--- src/rtl/chain_segment_relax.sv ---
// chain_segment_relax: one rope segment relaxed by Gauss-Seidel sweeps.
// A single shared datapath updates one node per cycle.
`default_nettype none

module chain_segment_relax #(
  parameter int NODES   = 5,
  parameter int COORD_W = 32,
  parameter int CORE_ID = 1,
  parameter int SPACING = 16,
  parameter int ITER_W  = 4
) (
  input  logic                       clk,
  input  logic                       reset,
  input  logic                       start,
  input  logic [ITER_W-1:0]          iterations,
  input  logic [1:0]                 mode,
  input  logic                       is_last,
  input  logic [COORD_W-1:0]         prev_core_last_x,
  input  logic [COORD_W-1:0]         prev_core_last_y,
  input  logic [COORD_W-1:0]         next_core_first_x,
  input  logic [COORD_W-1:0]         next_core_first_y,
  input  logic [COORD_W-1:0]         x_mouse,
  input  logic [COORD_W-1:0]         y_mouse,
  output logic [NODES*COORD_W-1:0]   nodes_x,
  output logic [NODES*COORD_W-1:0]   nodes_y,
  output logic                       busy,
  output logic                       done,
  output logic [ITER_W-1:0]          sweep_idx
);

  localparam int IDX_W = (NODES > 2) ? $clog2(NODES) : 1;
  localparam logic [IDX_W-1:0] LAST_IDX = IDX_W'(NODES - 1);
  localparam logic [1:0] MODE_FOLLOW = 2'b01;
  localparam logic [1:0] MODE_FREEZE = 2'b10;

  typedef enum logic [1:0] {S_IDLE, S_LATCH, S_SWEEP, S_DONE} state_t;

  state_t               state;
  state_t               state_next;
  logic [ITER_W-1:0]    iter_q;
  logic [1:0]           mode_q;
  logic [IDX_W-1:0]     idx;
  logic [COORD_W-1:0]   shadow_prev_x, shadow_prev_y;
  logic [COORD_W-1:0]   shadow_next_x, shadow_next_y;
  logic [COORD_W-1:0]   node_x [NODES];
  logic [COORD_W-1:0]   node_y [NODES];

  logic [IDX_W-1:0]     p_idx, n_idx;
  logic [COORD_W-1:0]   p_x, p_y, c_x, c_y, n_x, n_y;
  logic [COORD_W+1:0]   sum_x, sum_y;
  logic [COORD_W-1:0]   new_x, new_y;
  logic                 write_en;
  logic                 sweep_end;
  logic                 last_sweep;
  logic [ITER_W-1:0]    sweep_inc;
  logic                 unused_sum_bits;

  // Neighbour selection: segment boundaries fall back to the latched shadows.
  always_comb begin
    p_idx = (idx == '0) ? '0 : idx - 1'b1;
    n_idx = (idx == LAST_IDX) ? idx : idx + 1'b1;
    p_x   = (idx == '0) ? shadow_prev_x : node_x[p_idx];
    p_y   = (idx == '0) ? shadow_prev_y : node_y[p_idx];
    n_x   = (idx == LAST_IDX) ? shadow_next_x : node_x[n_idx];
    n_y   = (idx == LAST_IDX) ? shadow_next_y : node_y[n_idx];
    c_x   = node_x[idx];
    c_y   = node_y[idx];
  end

  // (P + 2C + N) in COORD_W+2 bits; dropping the two LSBs is the floor divide by 4.
  assign sum_x = {{2{p_x[COORD_W-1]}}, p_x} + {c_x[COORD_W-1], c_x, 1'b0}
               + {{2{n_x[COORD_W-1]}}, n_x};
  assign sum_y = {{2{p_y[COORD_W-1]}}, p_y} + {c_y[COORD_W-1], c_y, 1'b0}
               + {{2{n_y[COORD_W-1]}}, n_y};
  assign new_x = sum_x[COORD_W+1:2];
  assign new_y = sum_y[COORD_W+1:2];
  assign unused_sum_bits = &{1'b0, sum_x[1:0], sum_y[1:0]};

  assign write_en = (state == S_SWEEP) && (mode_q != MODE_FREEZE)
                 && !((CORE_ID == 1) && (idx == '0))
                 && !(is_last && (idx == LAST_IDX));

  assign sweep_end  = (state == S_SWEEP) && (idx == LAST_IDX);
  assign sweep_inc  = sweep_idx + 1'b1;
  assign last_sweep = (sweep_inc == iter_q);

  always_comb begin
    state_next = state;
    case (state)
      S_IDLE:  if (start) state_next = S_LATCH;
      S_LATCH: state_next = (iter_q == '0) ? S_DONE : S_SWEEP;
      S_SWEEP: if (sweep_end && last_sweep) state_next = S_DONE;
      S_DONE:  state_next = S_IDLE;
      default: state_next = S_IDLE;
    endcase
  end

  always_ff @(posedge clk or negedge reset) begin
    if (!reset) begin
      state         <= S_IDLE;
      iter_q        <= '0;
      mode_q        <= '0;
      idx           <= '0;
      sweep_idx     <= '0;
      shadow_prev_x <= '0;
      shadow_prev_y <= '0;
      shadow_next_x <= '0;
      shadow_next_y <= '0;
    end else begin
      state <= state_next;
      case (state)
        S_IDLE: begin
          if (start) begin
            iter_q    <= iterations;
            mode_q    <= mode;
            sweep_idx <= '0;
          end
        end
        S_LATCH: begin
          shadow_prev_x <= prev_core_last_x;
          shadow_prev_y <= prev_core_last_y;
          shadow_next_x <= next_core_first_x;
          shadow_next_y <= next_core_first_y;
          idx           <= '0;
        end
        S_SWEEP: begin
          if (idx == LAST_IDX) begin
            idx       <= '0;
            sweep_idx <= sweep_inc;
          end else begin
            idx <= idx + 1'b1;
          end
        end
        default: ;
      endcase
    end
  end

  always_ff @(posedge clk or negedge reset) begin
    if (!reset) begin
      for (int i = 0; i < NODES; i++) begin
        node_x[i] <= COORD_W'(((CORE_ID - 1) * NODES + i + 1) * SPACING);
        node_y[i] <= '0;
      end
    end else if ((state == S_LATCH) && (CORE_ID == 1) && (mode_q == MODE_FOLLOW)) begin
      node_x[0] <= x_mouse;
      node_y[0] <= y_mouse;
    end else if (write_en) begin
      node_x[idx] <= new_x;
      node_y[idx] <= new_y;
    end
  end

  for (genvar g = 0; g < NODES; g++) begin : g_pack
    assign nodes_x[g*COORD_W +: COORD_W] = node_x[g];
    assign nodes_y[g*COORD_W +: COORD_W] = node_y[g];
  end

  assign busy = (state != S_IDLE);
  assign done = (state == S_DONE);

endmodule

`default_nettype wire
--- config.mk ---
export PLATFORM = sky130hd
export DESIGN_NAME = chain_segment_relax
export DESIGN_NICKNAME = d
export VERILOG_FILES = /design/src/rtl/chain_segment_relax.sv
export SDC_FILE = /design/constraint.sdc
export NUM_CORES = 1
export LEC_CHECK = 0
export ABC_CLOCK_PERIOD_IN_PS = 14400
export BUFFER_PORTS_ARGS = -buffer_cell sky130_fd_sc_hd__buf_4
export CAP_MARGIN = 20
export CORE_ASPECT_RATIO = 1.2
export CORE_MARGIN = 2
export CORE_UTILIZATION = 40
export CTS_CLUSTER_SIZE = 14
export DETAILED_ROUTE_END_ITERATION = 7
export SYNTH_ARGS = -nofsm -noshare
export SYNTH_HDL_FRONTEND = slang
export SYNTH_SLANG_ARGS = --single-unit
export TNS_END_PERCENT = 100
--- constraint.sdc ---
create_clock -name clk -period 14.4 [get_ports clk]
set_clock_uncertainty 0.05 [all_clocks]
set_input_delay 2.16 -clock clk [delete_from_list [all_inputs] [get_ports clk]]
set_output_delay 2.16 -clock clk [all_outputs]
set_load 0.03 [all_outputs]
### Word-level counts from Yosys, hierarchy flattened

Cells that the tools add are included.

| word-level totals | value |
|---|---|
| register bits after elaboration | 463 |
| input port bits | 202 |

| operators by class | value |
|---|---|
| reduce and logical (&&, ||, !) cells | 21 |
| $lt $le $gt $ge | 4 |
| equality and inequality tests | 10 |
| $add $sub $neg | 7 |
| multiplexer cells | 41 |
| bitwise gates (word level) | 4 |

Operator list:

| cell | number |
|---|---|
| $mux 32 | 19 |
| $bmux 32 s3 | 6 |
| $bwmux 160 | 2 |
| $mux 160 | 2 |
| $demux 32 s3 | 1 |
| $add 32x33->34 | 2 |
| $add 34x34->34 | 2 |
| $ge 4x4->1 const B | 3 |
| $not 3->4 | 3 |
| $mux 3 | 3 |
| $logic_and 1x1->1 | 8 |
| $mux 4 | 2 |
| $pmux 2 s4 | 1 |
| $pmux 4 s2 | 1 |
| $reduce_bool 2->1 | 4 |
| $ne 2x2->1 const B | 3 |
| $pmux 3 s2 | 1 |
| $reduce_and 2->1 | 3 |
| $add 4x1->4 const B | 1 |
| $eq 2x1->1 const B | 2 |
| $eq 2x2->1 const B | 2 |
| $eq 4x4->1 | 1 |
| $logic_not 4->1 | 1 |
| $lt 4x1->1 const B | 1 |
| 11 further kinds | 13 |

### Logic depth before layout (Yosys ltp)

Gate-level depths: netlist (run 1).

| logic depth | value |
|---|---|
| depth after elaboration | 12 |
| gate-level depth with buffers | 32 |
| mapped depth without buffers | 24 |

### Worst setup path after synthesis (run 1)

Ideal clock, no wire load.

| timing path | value |
|---|---|
| path kind | flip-flop to flip-flop |
| from | register idx[0] |
| to | register node_x (netlist bit nodes_x[29]) |
| path buffers | 8 |
| path slack | 6.480 ns |
| required time | 14.214 ns |
| setup time | 0.136 ns |
| arrival | 7.734 ns |
| clock period less this slack | 7.920 ns |
| cell stages (with the launch flop) | 31 |
| path through | dfrtp_1 > buf_2 > inv_1 > clkbuf_1 > buf_1 > clkbuf_1 > ha_1 > buf_4 > inv_1 > nor2_1 > inv_2 > ha_1 > buf_2 > buf_1 > clkbuf_1 > mux4_2 > a222oi_1 > fa_1 > a221oi_2 > nand2_1 > fa_1 > nor2b_1 > o311ai_1 > nand3_1 > a31o_1 > a41oi_2 > nor2b_1 > o21ai_0 > a21oi_1 > mux2i_1 > o21ai_0 |

| on the way | value |
|---|---|
| cells in the longest elaborated chain, start to end | 12 |
| elaborated cells between the ends (all ways) | 36 |

RTL lines:

| element | RTL line | source |
|---|---|---|
| start: declaration | 42 | `logic [IDX_W-1:0] idx;` |
| start signal: assignment | 131 | `idx <= idx + 1'b1;` |
| $sub 3x1->3 / $logic_not 3->1 (equally long branches) | 60, 62, 80 |  |
| $mux 3 | 60 | `p_idx = (idx == '0) ? '0 : idx - 1'b1;` |
| $not 3->4 (not written as such) | 62 | `p_x = (idx == '0) ? shadow_prev_x : node_x[p_idx];` |
| $bmux 32 s3 | 62 |  |
| $mux 32 (not written as such) (2 in a row) | 62 |  |
| $mux 32 | 62 |  |
| $add 32x33->34 | 71 | `assign sum_x = {{2{p_x[COORD_W-1]}}, p_x} + {c_x[COORD_W-1], c_x, 1'b0}` |
| $add 34x34->34 | 72 | `+ {{2{n_x[COORD_W-1]}}, n_x};` |
| $bwmux 160 | 149 | `node_x[idx] <= new_x;` |
| $mux 160 | 148 | `end else if (write_en) begin` |
| $mux 32 | 145 | `end else if ((state == S_LATCH) && (CORE_ID == 1) && (mode_q == MODE_FOLLOW)) begin` |
| end signal: indexed assignment | 142 | `node_x[i] <= COORD_W'(((CORE_ID - 1) * NODES + i + 1) * SPACING);` |
| end signal: indexed assignment | 149 |  |
| end: declaration | 45 | `logic [COORD_W-1:0] node_x [NODES];` |

Several ways; a longest one is shown, not always the timed one. The select of a mux whose other input is x is not followed.
A chain may end at the register's enable or synchronous reset.

### Worst setup path in the final report (run 1)

Same ends and word-level chain as after synthesis.

==> run metrics, run 1 <==
die area 78000 um^2; Mapped Nets 3264; GR Util All Layers 31.5%; hold_buf cts 0; CTS max path bufs 3; #FFs+latches synth 463; R2R Path Start idx[0]; Req. time, crit path 14800 ps; initial antenna violation count 6; Ys Warns 0; final instance area 37300 um^2; cell count after synthesis 2925; register area share after synthesis 38.3%; reg2reg end nodes_x[29]; Max Freq 115 MHz; WL per Instance 28.5 um; Place WS 5870 ps; Final ANT Viol Nets 0; gr ovfl total 0; setup repair after global routing missed its margin no; htree depth 2; Iteration-0 DRC Markers 2559; clk sink count 463; Post-synth ARST share 100%; Worst-path clk slew 70 ps; post-route setup slack 5720 ps; CTS buffer count 53; CTS root buffer clkbuf_16; Final period util 60.3%; status complete, but fails checks; pin count of the biggest net entering global routing 149; R2R Setup Slk 5720 ps; Worst Path Arrival 9090 ps; Nets 3669; Die W 255 um; Die Y 306 um; number of global-route vias before repair 27573; Placement Cell Area 35200 um^2; Post-synth EDFFs 0; setup TNS 0 ps; placed insts 4281; synth-to-layout area growth 23.0%; Initial Utilization 40.4%; Hold Startpoint shadow_prev_x[1]; Setup Buffers After CTS 0; IO Port Bufs 527; FP Rows 110; worst slew pin tran 1120 ps; Reg2Reg Depth 24; number of max-cap violations 0; worst relative slew slack 25.4%; TritonCTS clock tree yes; Synth cell types 86; post-synthesis cell area 30300 um^2; Clock Latency Late Sink 620 ps; total iterations of the first detailed-routing run 8; I/O Pins 528; top cells by count, synth 456 x dfrtp_1, 298 x o21ai_0, 286 x nand2_1, 234 x mux2_2, 183 x clkbuf_1; post-DP HPWL 84200 um; pins over their slew limit 0; Setup crit start kind flop; Core ar. 75000 um^2; Synth area leaders dfrtp_1 38%, mux4_2 9.8%, mux2_2 8.7%; Worst Setup EP nodes_x[29]; first-pass GRT wire length 185000 um; final wirelength 125000 um; violated checks design-rule violations; final hold vios 0; CP Launch Point idx[0]; Worst Setup End Kind flop; syn avg cell area 10.4 um^2; routability-driven placement congestion ratio 0.883; drc violations 3; dominant synthesized flop cell dfrtp_1; Fill cells 6944; critical path class flop to flop; Setup-failing EPs final 0; crit-path max FO 46; DR vias 27222; Hold WC Path Type flop to flop; Synth area leader dfrtp_1; PostCTS Resize Cnt 0; post-route insts no fill 4384; top-count cell post-synth dfrtp_1; Synth top area share 37.6%; layout cells sized above 1 32.5%; vias per inst 6.21; min Tclk post-route 8680 ps
how the worst min path moves through the flow:
stage,end,slack (ps),depth (start not counted)
2_1_floorplan,shadow_next_y[0],420,1
3_3_place_gp,shadow_prev_x[1],430,1
3_5_place_dp,shadow_prev_x[1],450,1
4_1_cts,shadow_prev_x[1],460,1
5_1_grt,shadow_prev_x[1],480,1
6_report,shadow_prev_x[1],460,1
metal layers:
layer / share of wire (%) / wire, um / global-route usage (%) / up-vias
li1: - / - / - / 11775
met1: 37 / 46900 / 38.1 / 13644
met2: 49 / 60900 / 53.0 / 1458
met3: 8.4 / 10600 / 6.67 / 339
met4: 5.4 / 6800 / 16.1 / 6
met5: 0.028 / 35 / 0 / -
placed cells by master (no fill, tap or decap), types with 66 or more instances in the layout:
| cell type | count |
|---|---|
| buf_4 | 571 |
| mux4_2 | 132 |
| fa_1 | 66 |
| o22ai_1 | 69 |
| nor2_1 | 151 |
| a21oi_1 | 162 |
| a221o_1 | 70 |
| dfrtp_1 | 453 |
| inv_1 | 142 |
| nand2_1 | 284 |
| o21ai_0 | 298 |
| mux2_2 | 233 |
| ha_1 | 69 |
critical path, stage by stage, from the launching register on:
cell,delay (ps)
dfrtp_4,680
inv_2,340
ha_1,580
inv_1,260
nor2_4,170
inv_2,130
ha_4,300
buf_4,780
nor4b_2,390
buf_4,630
a222oi_1,210
fa_1,570
a221oi_2,400
nand2_1,180
fa_1,490
nor2b_1,200
o311ai_1,170
nand3_1,220
a31o_1,220
a41oi_2,170
nor2b_1,350
o21ai_0,180
a21oi_1,250
mux2i_1,390
o21ai_0,160
final cells by class:
class                      instances  area [um^2]  area share [%]
tap                             1008         1260            3.38
antenna                            3         7.51          0.0201
multi-input combinational       2091        17500            46.9
sequential                       463        11600            31.1
clock inverter                    27          472            1.27
timing repair buffer             575         4350            11.7
clock buffer                      71         1550            4.15
inverter                         146          548            1.47
registers in the layout (all words and copies together), names as in the netlist:
name	count
nodes_x	160
shadow_prev_y	32
shadow_next_y	32
nodes_y	160
mode_q	2
idx	3
iter_q	4
sweep_idx	4
shadow_prev_x	32
state	2
shadow_next_x	32
through the flow:
| stage | util (%) | hold slack [ps] |
|---|---|---|
| floorplan | - | 425 |
| global placement | 47.0 | 435 |
| detailed placement | 47.0 | 446 |
| CTS | 49.6 | 459 |
| global route | 49.7 | 479 |
| finish | 49.7 | 462 |
cell families after synthesis:
logic type | count (synthesis) | share of synthesized area [%]
adder cells (fa/ha/maj) | 137 | 7.29
AND/OR/NAND/NOR | 575 | 8.24
buffers and inverters | 371 | 4.68
XOR/XNOR | 67 | 1.99
multiplexers | 409 | 19.9
AO/OA/AOI/OAI | 903 | 19.6
flip-flops | 463 | 38.3
Power of run 1 is left out: the tool's default activity adds up to more than one toggle a clock period on the data nets, which glitch-free logic cannot reach.
==> run 2, diff against run 1 <==
- ABC_AREA: default -> 1
- ABC_CLOCK_PERIOD_IN_PS: 14400 -> 7300
- clock period: 14.4 -> 7.3 ns (I/O delays scaled with it)
==> run 2 against run 1 <==
Against the previous run:
- the run now ends clean
- register-to-register slack worse by 5100 ps
- critical path depth up 1
- sequential cell count unchanged
- sequential share of layout area down 0.93 points
- first-iteration DRC count up 69%
- global-route usage up 5.3 points
- fmax up 30%
- non-clock buffer count up 23
- final area up 3.0%
- hold slack worse by 70 ps
- routed wire length up 23%
- clock-buffer cell count up 3
- highest routed layer unchanged
==> run metrics, run 2 <==
Synth cell types 65 (-24%); register area share after synthesis 36.7% (-1.6 points); I/O Pins 528 (unchanged); post-synthesis cell area 31600 um^2 (+4.4%); Hold WC Path Type input port to async pin; pins over their slew limit 0 (unchanged); syn avg cell area 7.27 um^2 (-30%); die area 81400 um^2 (+4.3%); cell count after synthesis 4350 (+49%); WL per Instance 26.5 um (-7.2%); Synth area leader dfrtp_1; Final period util 91.6% (+31 points); Core ar. 78100 um^2 (+4.1%); Die Y 312 um (+2.1%); Nets 5077 (+38%); Synth area leaders dfrtp_1 36%, nand2_1 12%, o21ai_0 9.0%; total iterations of the first detailed-routing run 6 (-2); Setup-failing EPs final 0 (unchanged); number of antenna diodes 0 (-3); Mapped Nets 4689 (+44%); top-count cell post-synth nand2_1; routability-driven placement congestion ratio 1.00 (+14%); FP Rows 112 (+1.8%); area of the multi-input gates 17200 um^2 (-1.8%); most frequent cells in the layout 1026 x nand2_1, 593 x buf_4, 572 x o21ai_0; commonest non-fill, non-tap cell in the layout nand2_1; Fill cells 7948 (+14%); hold_buf cts 0 (unchanged); post-DP HPWL 108000 um (+28%); DR vias 34542 (+27%); pin count of the biggest net entering global routing 147 (-1.3%); Setup Buffers After CTS 0 (unchanged); Max Freq 150 MHz (+30%); Ys Warns 0 (unchanged); CTS max path bufs 3 (unchanged); Worst Setup End Kind flop; Post-synth ARST share 100% (unchanged); slowest stage cell, crit path inv_1; vias per inst 5.95 (-4.2%); clk sink count 463 (unchanged); setup repair after global routing missed its margin no; CTS buffer count 53 (unchanged); min Tclk post-route 6690 ps (-1990 ps); number of max-cap violations 0 (unchanged); register area 11600 um^2 (about the same); CP max stage delay 590 ps (-190 ps); Iteration-0 DRC Markers 4329 (+69%); Clock Latency Late Sink 630 ps (about the same); number of global-route vias before repair 32793 (+19%); Final ANT Viol Nets 0 (unchanged); worst slew pin tran 1080 ps (-41.2 ps); layout cells sized above 1 17.2% (-15 points); placed insts 5709 (+33%); top cells by count, synth 1027 x nand2_1, 572 x o21ai_0, 482 x inv_1, 456 x dfrtp_1, 402 x a21oi_1; initial antenna violation count 2 (-4); first-pass GRT wire length 222000 um (+20%); htree depth 2 (unchanged); setup TNS 0 ps (unchanged); drc violations 0 (-3); TritonCTS clock tree yes; GR Util All Layers 36.8% (+5.3 points); CTS root buffer clkbuf_16; Worst Path Arrival 7110 ps (-1980 ps); synth-to-layout area growth 21.4%; post-route insts no fill 5806 (+32%); Setup crit start kind flop; crit-path max FO 25 (-46%); Die W 261 um (+2.1%); Initial Utilization 40.5% (+0.12 points); #FFs+latches synth 463 (unchanged); final hold vios 0 (unchanged); status completed; gr ovfl total 0 (unchanged); Req. time, crit path 7720 ps (-7080 ps); PostCTS Resize Cnt 0 (unchanged); worst relative slew slack 26.3% (+0.89 points); dominant synthesized flop cell dfrtp_1; critical path class flop to flop; Synth top area share 36.1% (-1.6 points); Worst-path clk slew 70 ps (about the same); Post-synth EDFFs 0 (unchanged); final wirelength 154000 um (+23%); IO Port Bufs 527 (unchanged)
[run 2: cell count changes after synthesis, sizes merged, moves of 37 or more]
cell and change:
nor2 +37, inv +353, a222oi -64, a221o -69, mux2i -43, mux4 -132, nand3 +233, mux2 -229
nand2 +787, o211ai +45, o21ai +302, a21oi +238
[run 2: final timing paths]
path | start | endpoint | slack (ps) | cells after the start
worst max-delay path | idx[1] | nodes_y[89] | 610 | 25
worst min-delay path | reset | shadow_next_y[14] | 390 | 1
worst max register to register | idx[1] | nodes_y[89] | 610 | 25
worst min register to register | shadow_prev_y[11] | shadow_prev_y[11] | 430 | 2
max in group asynchronous | reset | shadow_next_x[23] | 5460 | 2
min in group clk | shadow_prev_y[11] | shadow_prev_y[11] | 430 | 2
[run 2: logic make-up after synthesis]
| logic type | after synthesis | synth area share [%] |
|---|---|---|
| buffers and inverters | 766 | 9.40 |
| xor gates and xnor gates | 43 | 1.42 |
| muxes | 5 | 0.178 |
| and+or+nand+nor | 1595 | 21.3 |
| AOI/OAI and AO/OA | 1341 | 24.1 |
| DFF | 463 | 36.7 |
| adders and majority gates | 137 | 6.98 |
[run 2: final cells by class]
type / instances / share of cell area, %
inverters: 501 / 4.92
clock inverters: 23 / 0.903
repair buffers: 598 / 11.8
clock buffers: 74 / 4.03
flip-flops and latches: 463 / 30.2
well taps: 1026 / 3.34
multi-input cells: 3121 / 44.7
[run 2: layer usage]
| layer | share of wire (%) | GRT usage [%] |
|---|---|---|
| met4 | 5.5 | 17.2 |
| met1 | 40 | 49.2 |
| met5 | 0.0072 | 0 |
| met2 | 43 | 56.2 |
| met3 | 11 | 8.70 |
[run 2: per-stage QoR]
step	hold WS [ps]	area, um^2	worst slack (ps)	util, %
5_1_grt	418	38400	306	49.2
4_1_cts	394	38400	788	49.2
3_5_place_dp	408	36500	812	46.8
2_1_floorplan	387	31600	1390	-
3_3_place_gp	400	36500	963	46.8
6_report	392	38400	611	49.2
[run 2: critical path, delay by kind of cell (launching register included)]
family / cells / cell delay [ps]
AND/OR/NAND/NOR: 8 / 1070
buffers and inverters: 5 / 1280
adder cells (fa/ha/maj): 4 / 1900
flip-flops: 1 / 480
AO/OA/AOI/OAI: 8 / 1740
Power of run 2 is left out for the same reason.
